===== config.mk =====
export PLATFORM = sky130hd
export DESIGN_NAME = pixel_write_buffer
export DESIGN_NICKNAME = d
export VERILOG_FILES = /design/src/rtl/pixel_pkg.sv /design/src/rtl/sync_fifo.sv /design/src/rtl/pixel_write_buffer.sv
export SDC_FILE = /design/constraint.sdc
export NUM_CORES = 1
export LEC_CHECK = 0
export CAP_MARGIN = 10
export CORE_MARGIN = 4
export CORE_UTILIZATION = 50
export CTS_CLUSTER_DIAMETER = 150
export DETAILED_ROUTE_END_ITERATION = 8
export GPL_ROUTABILITY_DRIVEN = 0
export PLACE_DENSITY = 0.68
export SYNTH_ARGS = -nofsm -noshare
export SYNTH_HDL_FRONTEND = slang
export SYNTH_SLANG_ARGS = --single-unit

===== constraint.sdc =====
create_clock -name clock_i -period 5.1 [get_ports clock_i]
set_input_delay 1.02 -clock clock_i [delete_from_list [all_inputs] [get_ports clock_i]]
set_output_delay 1.02 -clock clock_i [all_outputs]
set_load 0.02 [all_outputs]

===== src/rtl/pixel_pkg.sv =====
// Shared framebuffer geometry, FIFO entry layout and address helper for the pixel write path.
package pixel_pkg;

    localparam int FB_W      = 160;
    localparam int FB_H      = 120;
    localparam int FB_ADDR_W = 15;
    localparam int RGB_W     = 9;

    typedef struct packed {
        logic [FB_ADDR_W-1:0] addr;
        logic [RGB_W-1:0]     rgb;
    } fb_entry_t;

    typedef enum logic {
        ST_CLEAR = 1'b0,
        ST_RUN   = 1'b1
    } wb_state_e;

    function automatic logic [FB_ADDR_W-1:0] pixel_addr(
        input logic [7:0] x,
        input logic [7:0] y,
        input int         width
    );
        return FB_ADDR_W'(y) * FB_ADDR_W'(width) + FB_ADDR_W'(x);
    endfunction

endpackage


===== src/rtl/sync_fifo.sv =====
// Register-array FIFO; head is visible the cycle after the first push, pop frees a slot on the same edge.
// Pushes while full and pops while empty are ignored; the caller applies backpressure from full_o.
module sync_fifo #(
    parameter  int WIDTH = 24,
    parameter  int DEPTH = 16,
    localparam int PTR_W = $clog2(DEPTH),
    localparam int LVL_W = PTR_W + 1
) (
    input  logic             clk_i,
    input  logic             reset_i,
    input  logic             push_i,
    input  logic [WIDTH-1:0] push_dat_i,
    input  logic             pop_i,
    output logic [WIDTH-1:0] head_o,
    output logic [LVL_W-1:0] level_o,
    output logic             full_o,
    output logic             empty_o
);

    logic [WIDTH-1:0] mem_q [DEPTH];
    logic [PTR_W-1:0] wr_ptr_q, rd_ptr_q;
    logic [LVL_W-1:0] level_q, level_d;
    logic             push_ok, pop_ok;

    assign full_o  = (level_q == LVL_W'(DEPTH));
    assign empty_o = (level_q == '0);
    assign push_ok = push_i && !full_o;
    assign pop_ok  = pop_i && !empty_o;
    assign head_o  = mem_q[rd_ptr_q];
    assign level_o = level_q;

    always_comb begin
        level_d = level_q;
        case ({push_ok, pop_ok})
            2'b10:   level_d = level_q + 1'b1;
            2'b01:   level_d = level_q - 1'b1;
            default: level_d = level_q;
        endcase
    end

    always_ff @(posedge clk_i) begin
        if (reset_i) begin
            wr_ptr_q <= '0;
            rd_ptr_q <= '0;
            level_q  <= '0;
        end else begin
            if (push_ok) wr_ptr_q <= wr_ptr_q + 1'b1;
            if (pop_ok)  rd_ptr_q <= rd_ptr_q + 1'b1;
            level_q <= level_d;
        end
    end

    // Storage needs no reset: nothing is read until level_q says it was written.
    always_ff @(posedge clk_i) begin
        if (push_ok) mem_q[wr_ptr_q] <= push_dat_i;
    end

endmodule


===== src/rtl/pixel_write_buffer.sv =====
// Pixel write buffer: range-checks and linearises (x,y), queues in a FIFO, drains on fb_ready_i; head shows 1 cycle after accept.
// in_ready_o drops when full (no same-cycle bypass); FB_CLEAR_EN adds a post-reset framebuffer clear sweep.
module pixel_write_buffer #(
    parameter  int FB_W  = pixel_pkg::FB_W,
    parameter  int FB_H  = pixel_pkg::FB_H,
    parameter  int DEPTH = 16,
    localparam int LVL_W = $clog2(DEPTH) + 1
) (
    input  logic             clock_i,
    input  logic             reset_i,
    input  logic             in_valid_i,
    output logic             in_ready_o,
    input  logic [7:0]       in_x_i,
    input  logic [7:0]       in_y_i,
    input  logic [2:0]       in_r_i,
    input  logic [2:0]       in_g_i,
    input  logic [2:0]       in_b_i,
    output logic             fb_we_o,
    input  logic             fb_ready_i,
    output logic [14:0]      fb_addr_o,
    output logic [8:0]       fb_data_o,
    output logic [LVL_W-1:0] level_o,
    output logic [7:0]       oob_count_o,
    output logic             busy_o
);

    import pixel_pkg::*;

    logic      run;
    logic      accept, oob, push, pop;
    logic      full, empty;
    fb_entry_t push_entry, head;
    logic [7:0] oob_count_q, oob_count_d;

`ifdef FB_CLEAR_EN
    wb_state_e            state_q, state_d;
    logic [FB_ADDR_W-1:0] sweep_q, sweep_d;

    always_ff @(posedge clock_i) begin
        if (reset_i) begin
            state_q <= ST_CLEAR;
            sweep_q <= '0;
        end else begin
            state_q <= state_d;
            sweep_q <= sweep_d;
        end
    end

    always_comb begin
        state_d = state_q;
        sweep_d = sweep_q;
        if (state_q == ST_CLEAR && fb_ready_i) begin
            if (sweep_q == FB_ADDR_W'(FB_W * FB_H - 1)) begin
                state_d = ST_RUN;
                sweep_d = '0;
            end else begin
                sweep_d = sweep_q + 1'b1;
            end
        end
    end

    assign run = (state_q == ST_RUN);
`else
    assign run = 1'b1;
`endif

    assign in_ready_o      = run && !full;
    assign accept          = in_valid_i && in_ready_o;
    assign oob             = (int'(in_x_i) >= FB_W) || (int'(in_y_i) >= FB_H);
    assign push            = accept && !oob;
    assign pop             = run && !empty && fb_ready_i;
    assign push_entry.addr = pixel_addr(in_x_i, in_y_i, FB_W);
    assign push_entry.rgb  = {in_r_i, in_g_i, in_b_i};

    sync_fifo #(
        .WIDTH ($bits(fb_entry_t)),
        .DEPTH (DEPTH)
    ) u_fifo (
        .clk_i      (clock_i),
        .reset_i    (reset_i),
        .push_i     (push),
        .push_dat_i (push_entry),
        .pop_i      (pop),
        .head_o     (head),
        .level_o    (level_o),
        .full_o     (full),
        .empty_o    (empty)
    );

    always_comb begin
        oob_count_d = oob_count_q;
        if (accept && oob && oob_count_q != 8'hFF) oob_count_d = oob_count_q + 1'b1;
    end

    always_ff @(posedge clock_i) begin
        if (reset_i) oob_count_q <= '0;
        else         oob_count_q <= oob_count_d;
    end

    assign oob_count_o = oob_count_q;

    // Idle outputs are forced to zero so the port never exposes stale array contents.
    always_comb begin
        fb_we_o   = run && !empty;
        fb_addr_o = empty ? '0 : head.addr;
        fb_data_o = empty ? '0 : head.rgb;
        busy_o    = !run || !empty;
`ifdef FB_CLEAR_EN
        if (!run) begin
            fb_we_o   = 1'b1;
            fb_addr_o = sweep_q;
            fb_data_o = '0;
        end
`endif
    end

endmodule


==> results of run 1 <==
[Yosys cell counts (all sizes together) (3+ instances only)]
master	number
buf	22
and2	29
ha	24
mux2i	3
dfxtp	25
a21oi	9
nor2b	5
clkbuf	16
nor2	27
edfxtp	384
mux4	120
nor3b	3
xnor2	13
nand2	13
inv	17
nand4	5
nor4	5
nand3	8
xor2	12
a21o	3
o21ai	6
nor3	6
[cell families after synthesis]
| group | count (synthesis) | share of synthesized area |
|---|---|---|
| xor gates and xnor gates | 25 | 0.0133 |
| muxes | 123 | 0.166 |
| adders and majority gates | 26 | 0.0207 |
| and+or+nand+nor | 113 | 0.0378 |
| DFF | 409 | 0.731 |
| AOI/OAI and AO/OA | 33 | 0.0146 |
| buffers and inverters | 55 | 0.0169 |
[worst max-delay path: stages, from the launching register on]
cell                              delay, ns
sky130_fd_sc_hd__dfxtp_4               0.78
sky130_fd_sc_hd__buf_12                0.32
sky130_fd_sc_hd__mux4_2                0.38
sky130_fd_sc_hd__mux4_2                0.47
sky130_fd_sc_hd__and2_1                0.20
sky130_fd_sc_hd__clkdlybuf4s50_1       0.54
[worst paths after layout]
| path | start | to | slack (ns) | cells after the start |
|---|---|---|---|---|
| worst max-delay path | flip-flop | fb_addr_o[14] | 0.79 | 5 |
| worst min-delay path | u_fifo.wr_ptr_q[1]$_SDFFE_PP0P_ | u_fifo.wr_ptr_q[1]$_SDFFE_PP0P_ | 0.51 | 2 |
| worst max register to register | u_fifo.level_o[2]$_SDFFE_PP0P_ | u_fifo.mem_q[11][18]$_DFFE_PP_ | 1.98 | 6 |
| worst min register to register | u_fifo.wr_ptr_q[1]$_SDFFE_PP0P_ | u_fifo.wr_ptr_q[1]$_SDFFE_PP0P_ | 0.51 | 2 |
[per-stage QoR]
step	setup WS (ns)	utilization	cell area, um^2	hold slack (ns)	cells
floorplan	0.460	-	16500	0.478	784
global placement	0.612	0.549	17900	0.498	1286
detailed placement	0.509	0.549	17900	0.509	1286
CTS	0.732	0.587	19100	0.516	1359
global route	0.671	0.588	19100	0.545	1362
finish	0.795	0.588	19100	0.512	1362
[cell type report]
class	count	area share
Clock buffer	51	0.0578
Inverter	17	0.00334
Tap cell	442	0.0289
Sequential cell	409	0.629
Clock inverter	22	0.00785
Timing Repair Buffer	101	0.0518
Multi-Input combinational cell	320	0.221
[routing by layer]
metal,wire (um),GRT usage,vias to the layer above
li1,-,-,3441
met1,14000,0.261,4118
met2,16100,0.308,238
met3,1960,0.0382,43
met4,532,0.0381,2
met5,7,0,-
[registers in the layout (all words and copies together) (netlist names), named ones only]
signal and count:
u_fifo.mem_q 384, oob_count_o 8, u_fifo.level_o 5, u_fifo.rd_ptr_q 4, u_fifo.wr_ptr_q 4
[where the power goes]
part | total (uW) | internal, uW | leakage, uW | switching, uW
sequential | 3880 | 3800 | 0.00366 | 81.8
combinational | 2110 | 1050 | 0.00170 | 1060
clock | 2810 | 1630 | 0.000621 | 1180
total | 8810 | 6480 | 0.00598 | 2320
==> flow_summary.ini, run 1 <==
[synth]
synth_area_um2 = 16500
netlist.area_leader.share = 0.700
synthesized_instance_count = 784
synth_async_sr_flop_share = 0
number_of_enable_type_register_cells_in_the_synthesized_netlist = 384
yosysWarningCount = 0
postSynthAreaPerCell_um2 = 21.0
synth_top_cell_by_area = sky130_fd_sc_hd__edfxtp_1
ys_seq_elements = 409
part_of_the_yosys_area_used_for_sequential_elements = 0.731
synth_fp_nets = 839
dominant_register_cell_in_the_synthesized_netlist = sky130_fd_sc_hd__edfxtp_1
synth.distinct_cells = 49
synthTopCellsByArea = sky130_fd_sc_hd__edfxtp_1 (70%), sky130_fd_sc_hd__mux4_2 (16%), sky130_fd_sc_hd__dfxtp_1 (3.0%)

[floorplan]
fp.dieH_um = 189
floorplan.core_area_um2 = 32500
design.portCount = 69
die_width_um = 189
initial_utilization = 0.506
die_area_um2 = 35900
core.rowCount = 66

[detailed_routing]
detail_route.first_pass.iterations = 4
drtIter0Drc = 742
finalWirelength_um = 32600
via_per_inst = 5.76
dr_total_vias = 7842
detail_route.drc_violations = 0
wl_per_cell_um = 23.9
drtAntennaViolNets = 0

[global_route]
maximum_number_of_pins_on_one_net_before_global_route_repair = 44
wire_length_of_the_first_global_routing_pass_um = 50300
first_global_vias = 8295
global_route.overflow_total = 0
initial_antenna_violation_count = 1
global_route.usage.total = 0.186

[timing]
setup_viol = 0
timing.final.max_slew_violations = 0
timing.setup.tns_ns = 0
final_hold_viol_count = 0
worst_case_clock_skew_ns = 0.0267
rsz_0062_raised_after_global_routing = no
fmaxAchievable_ghz = 0.232
max_slew_margin = 0.367
layout_worst_path_cycle_share = 0.844
min_period_ns = 4.31
tightest_slew_ns = 0.947

[finish]
finish.net_count = 946
most_frequent_standard_cell_in_the_layout_excluding_fill_and_tap_cells = sky130_fd_sc_hd__edfxtp_1
register_area_um2 = 12000
layout-drive-gt1-share = 0.247
nFillCells = 2417
final_cell_mix = sky130_fd_sc_hd__edfxtp_1 (384), sky130_fd_sc_hd__mux4_2 (120), sky130_fd_sc_hd__clkdlybuf4s50_1 (68)
multi_input_area_um2 = 4230
num_antenna_cells = 0
area_growth_syn_to_layout_pct = 16.2

[cts]
number_of_h_tree_levels = 2
cts_tree = built
postCtsSetupRepairBufs = 0
clk_root_buffer_cell = sky130_fd_sc_hd__clkbuf_16
post_cts.resized_instances = 0
count_of_clock_tree_sinks = 409
cts-hold-fix-buffers = 0
clk_transition_reported_paths_ns = 0.06
max-clock-path-buffers = 3
cts_buffers = 42
clock_latency_ns = 0.53

[setup_path]
cp_data_arrival_time_ns = 3.29
timing_worst_setup_path_type = flip-flop to output port
crit_fanout = 43
critical_path.endpoint_type = output port
worst_ep_required_time_ns = 4.08
setup.worst_path.start_class = flip-flop

[placed_design]
place_hpwl_um = 18100
placement.io_buffers = 68

[flow_run]
cap_viol_max_count = 0

[pwr]
ir_drop_mv = 0.416
totalPowerFinal_uw = 8810
cell_area_power_density_nw_per_um2 = 460
total_leakage_power_uw = 0.00598

[status]
outcome = finished clean

[min_path]
worstHoldPathType = flip-flop to flip-flop
Note: power is estimated with default switching activity, not from simulation.
==> inputs of run 2 (changes only) <==
==> constraint.sdc (replaced) <==
create_clock -name clock_i -period 4.2 [get_ports clock_i]
set_input_delay 0.84 -clock clock_i [delete_from_list [all_inputs] [get_ports clock_i]]
set_output_delay 0.84 -clock clock_i [all_outputs]
set_load 0.02 [all_outputs]
==> run 2 against run 1 <==
Compared with the run above: routed wire length about the same; sequential share of layout area decreased by 0.73 points; clock-buffer cell count unchanged; clock skew decreased by 0.016 ns; global-route usage about the same; worst setup slack got worse by 0.59 ns; clock power increased by 28%; combinational power increased by 23%; hold slack got worse by 0.0034 ns; core utilization increased by 0.69 points; non-clock buffer count increased by 11; largest cell class unchanged.
==> flow_summary.ini, run 2 (synthesis results as in run 1) <==
[global_route]
maximum_number_of_pins_on_one_net_before_global_route_repair = 36
first_global_vias = 8298
initial_antenna_violation_count = 0
global_route.overflow_total = 0
global_route.usage.total = 0.186
wire_length_of_the_first_global_routing_pass_um = 50500

[detailed_routing]
via_per_inst = 5.79
detail_route.first_pass.iterations = 5
dr_total_vias = 7949
detail_route.drc_violations = 0
wl_per_cell_um = 23.7
finalWirelength_um = 32600
drtIter0Drc = 665
drtAntennaViolNets = 0

[cts]
clock_latency_ns = 0.53
postCtsSetupRepairBufs = 0
clk_transition_reported_paths_ns = 0.06
max-clock-path-buffers = 3
cts_tree = built
cts-hold-fix-buffers = 0
clk_root_buffer_cell = sky130_fd_sc_hd__clkbuf_16
count_of_clock_tree_sinks = 409
number_of_h_tree_levels = 2
post_cts.resized_instances = 0
cts_buffers = 43

[setup_path]
cp_data_arrival_time_ns = 3.16
critPathMostFrequentCell = sky130_fd_sc_hd__mux4_2
timing_worst_setup_path_type = flip-flop to output port
worstPathBufferInverterCount = 2
critical_path.endpoint_type = output port
crit_fanout = 35
worst_ep_required_time_ns = 3.36
crit_chain = buf_12 > mux4_2 > mux4_2 > and2_1 > clkdlybuf4s50_1
r2r_start = u_fifo.level_o[2]$_SDFFE_PP0P_
timing.critical_path.slowest_cell_delay_ns = 0.56
cp_top_family = multiplexers
worst_path_max_delay_cell = sky130_fd_sc_hd__mux4_2
setup.worst_path.start_class = flip-flop

[floorplan]
die_width_um = 189
floorplan.core_area_um2 = 32500
core.rowCount = 66
initial_utilization = 0.506
fp.dieH_um = 189
die_area_um2 = 35900
design.portCount = 69

[timing]
final_hold_viol_count = 0
timing.setup.tns_ns = 0
worst_case_clock_skew_ns = 0.0102
layout_worst_path_cycle_share = 0.952
rsz_0062_raised_after_global_routing = no
fmaxAchievable_ghz = 0.250
min_period_ns = 4.00
setup_ws_ns = 0.202
timing.final.max_slew_violations = 0
setup_viol = 0
max_slew_margin = 0.179
tightest_slew_ns = 1.22

[finish]
most_frequent_standard_cell_in_the_layout_excluding_fill_and_tap_cells = sky130_fd_sc_hd__edfxtp_1
finish.net_count = 958
num_antenna_cells = 0
registers.top_by_ff_count = u_fifo.mem_q
layout-drive-gt1-share = 0.263
number_of_flip_flops_in_the_largest_register = 384
final_cell_mix = sky130_fd_sc_hd__edfxtp_1 (384), sky130_fd_sc_hd__mux4_2 (120), sky130_fd_sc_hd__clkdlybuf4s50_1 (68)
nFillCells = 2372
area_growth_syn_to_layout_pct = 17.6

[flow_run]
cap_viol_max_count = 0

[pwr]
power_frac_seq = 0.432
net-switching-power_uw = 2860
clockPowerShare = 0.330
internal_power_uw = 8040
cell_area_power_density_nw_per_um2 = 563
ir_drop_mv = 0.603
total_leakage_power_uw = 0.00610
netSwitchingFraction = 0.262
pwr-share-comb = 0.239

[placed_design]
placement.io_buffers = 68
place_hpwl_um = 18400
detailedPlace.worstSlack_ns = -0.102

[status]
outcome = finished clean

[min_path]
hold_start = u_fifo.wr_ptr_q[0]$_SDFFE_PP0P_
worstHoldPathType = flip-flop to flip-flop
-- run 2: layout make-up --
| type | instances | area, um^2 | area share |
|---|---|---|---|
| clock buffers | 51 | 1150 | 0.0593 |
| multi-input cells | 320 | 4230 | 0.218 |
| repair buffers | 112 | 1140 | 0.0587 |
| flip-flops and latches | 409 | 12000 | 0.622 |
| inverters | 17 | 63.8 | 0.00330 |
| clock inverters | 23 | 188 | 0.00969 |
| well taps | 442 | 553 | 0.0286 |
-- run 2: metrics by stage --
stage                     instance area (um^2)  std cells  hold WS, ns   util  total power, uW
final                                    19400       1374        0.509  0.595            10900
after floorplan                          16500        784        0.478      -             6480
after global placement                   18000       1300        0.496  0.554             7430
after global routing                     19400       1374        0.541  0.595            11400
after CTS                                19400       1374        0.512  0.595            11000
after detailed placement                 18000       1300        0.503  0.554             7440
-- run 2: final timing paths --
check | endpoint | slack, ns | cells after the start
worst max-delay path | fb_addr_o[5] | 0.20 | 5
worst min-delay path | u_fifo.wr_ptr_q[0]$_SDFFE_PP0P_ | 0.51 | 2
worst max register to register | u_fifo.level_o[4]$_SDFFE_PP0P_ | 1.35 | 11
worst min register to register | u_fifo.wr_ptr_q[0]$_SDFFE_PP0P_ | 0.51 | 2
-- run 2: tightest hold or removal path, cell delays in order (launching register included) --
cell	delay, ns
sky130_fd_sc_hd__dfxtp_1	0.34
sky130_fd_sc_hd__nand2_1	0.07
sky130_fd_sc_hd__a21oi_1	0.05
-- run 2: metal layers --
metal  GRT usage  routed length (um)  vias to the layer above
met3      0.0295                1980                       50
li1            -                   -                     3464
met5           0                   0                        -
met4      0.0434                 650                        0
met1       0.268               13900                     4194
met2       0.304               16100                      241
-- run 2: power by group through the flow --
stage | combinational [uW] | sequential [uW] | clock, uW
after floorplan | 1720 | 4760 | 0
after detailed placement | 2640 | 4790 | 0
final | 2600 | 4710 | 3590
after global placement | 2630 | 4800 | 0
after CTS | 2660 | 4710 | 3670
after global routing | 2820 | 4720 | 3860
==> inputs of run 3 (changes only) <==
--- a/config.mk
+++ b/config.mk
@@ -5,7 +5,7 @@
 export SDC_FILE = /design/constraint.sdc
 export NUM_CORES = 1
 export LEC_CHECK = 0
-export CAP_MARGIN = 10
+export CAP_MARGIN = 5
 export CORE_MARGIN = 4
 export CORE_UTILIZATION = 50
 export CTS_CLUSTER_DIAMETER = 150
==> results of run 3 <==
No change in the layout: final DEF, timing and power equal those of run 2.
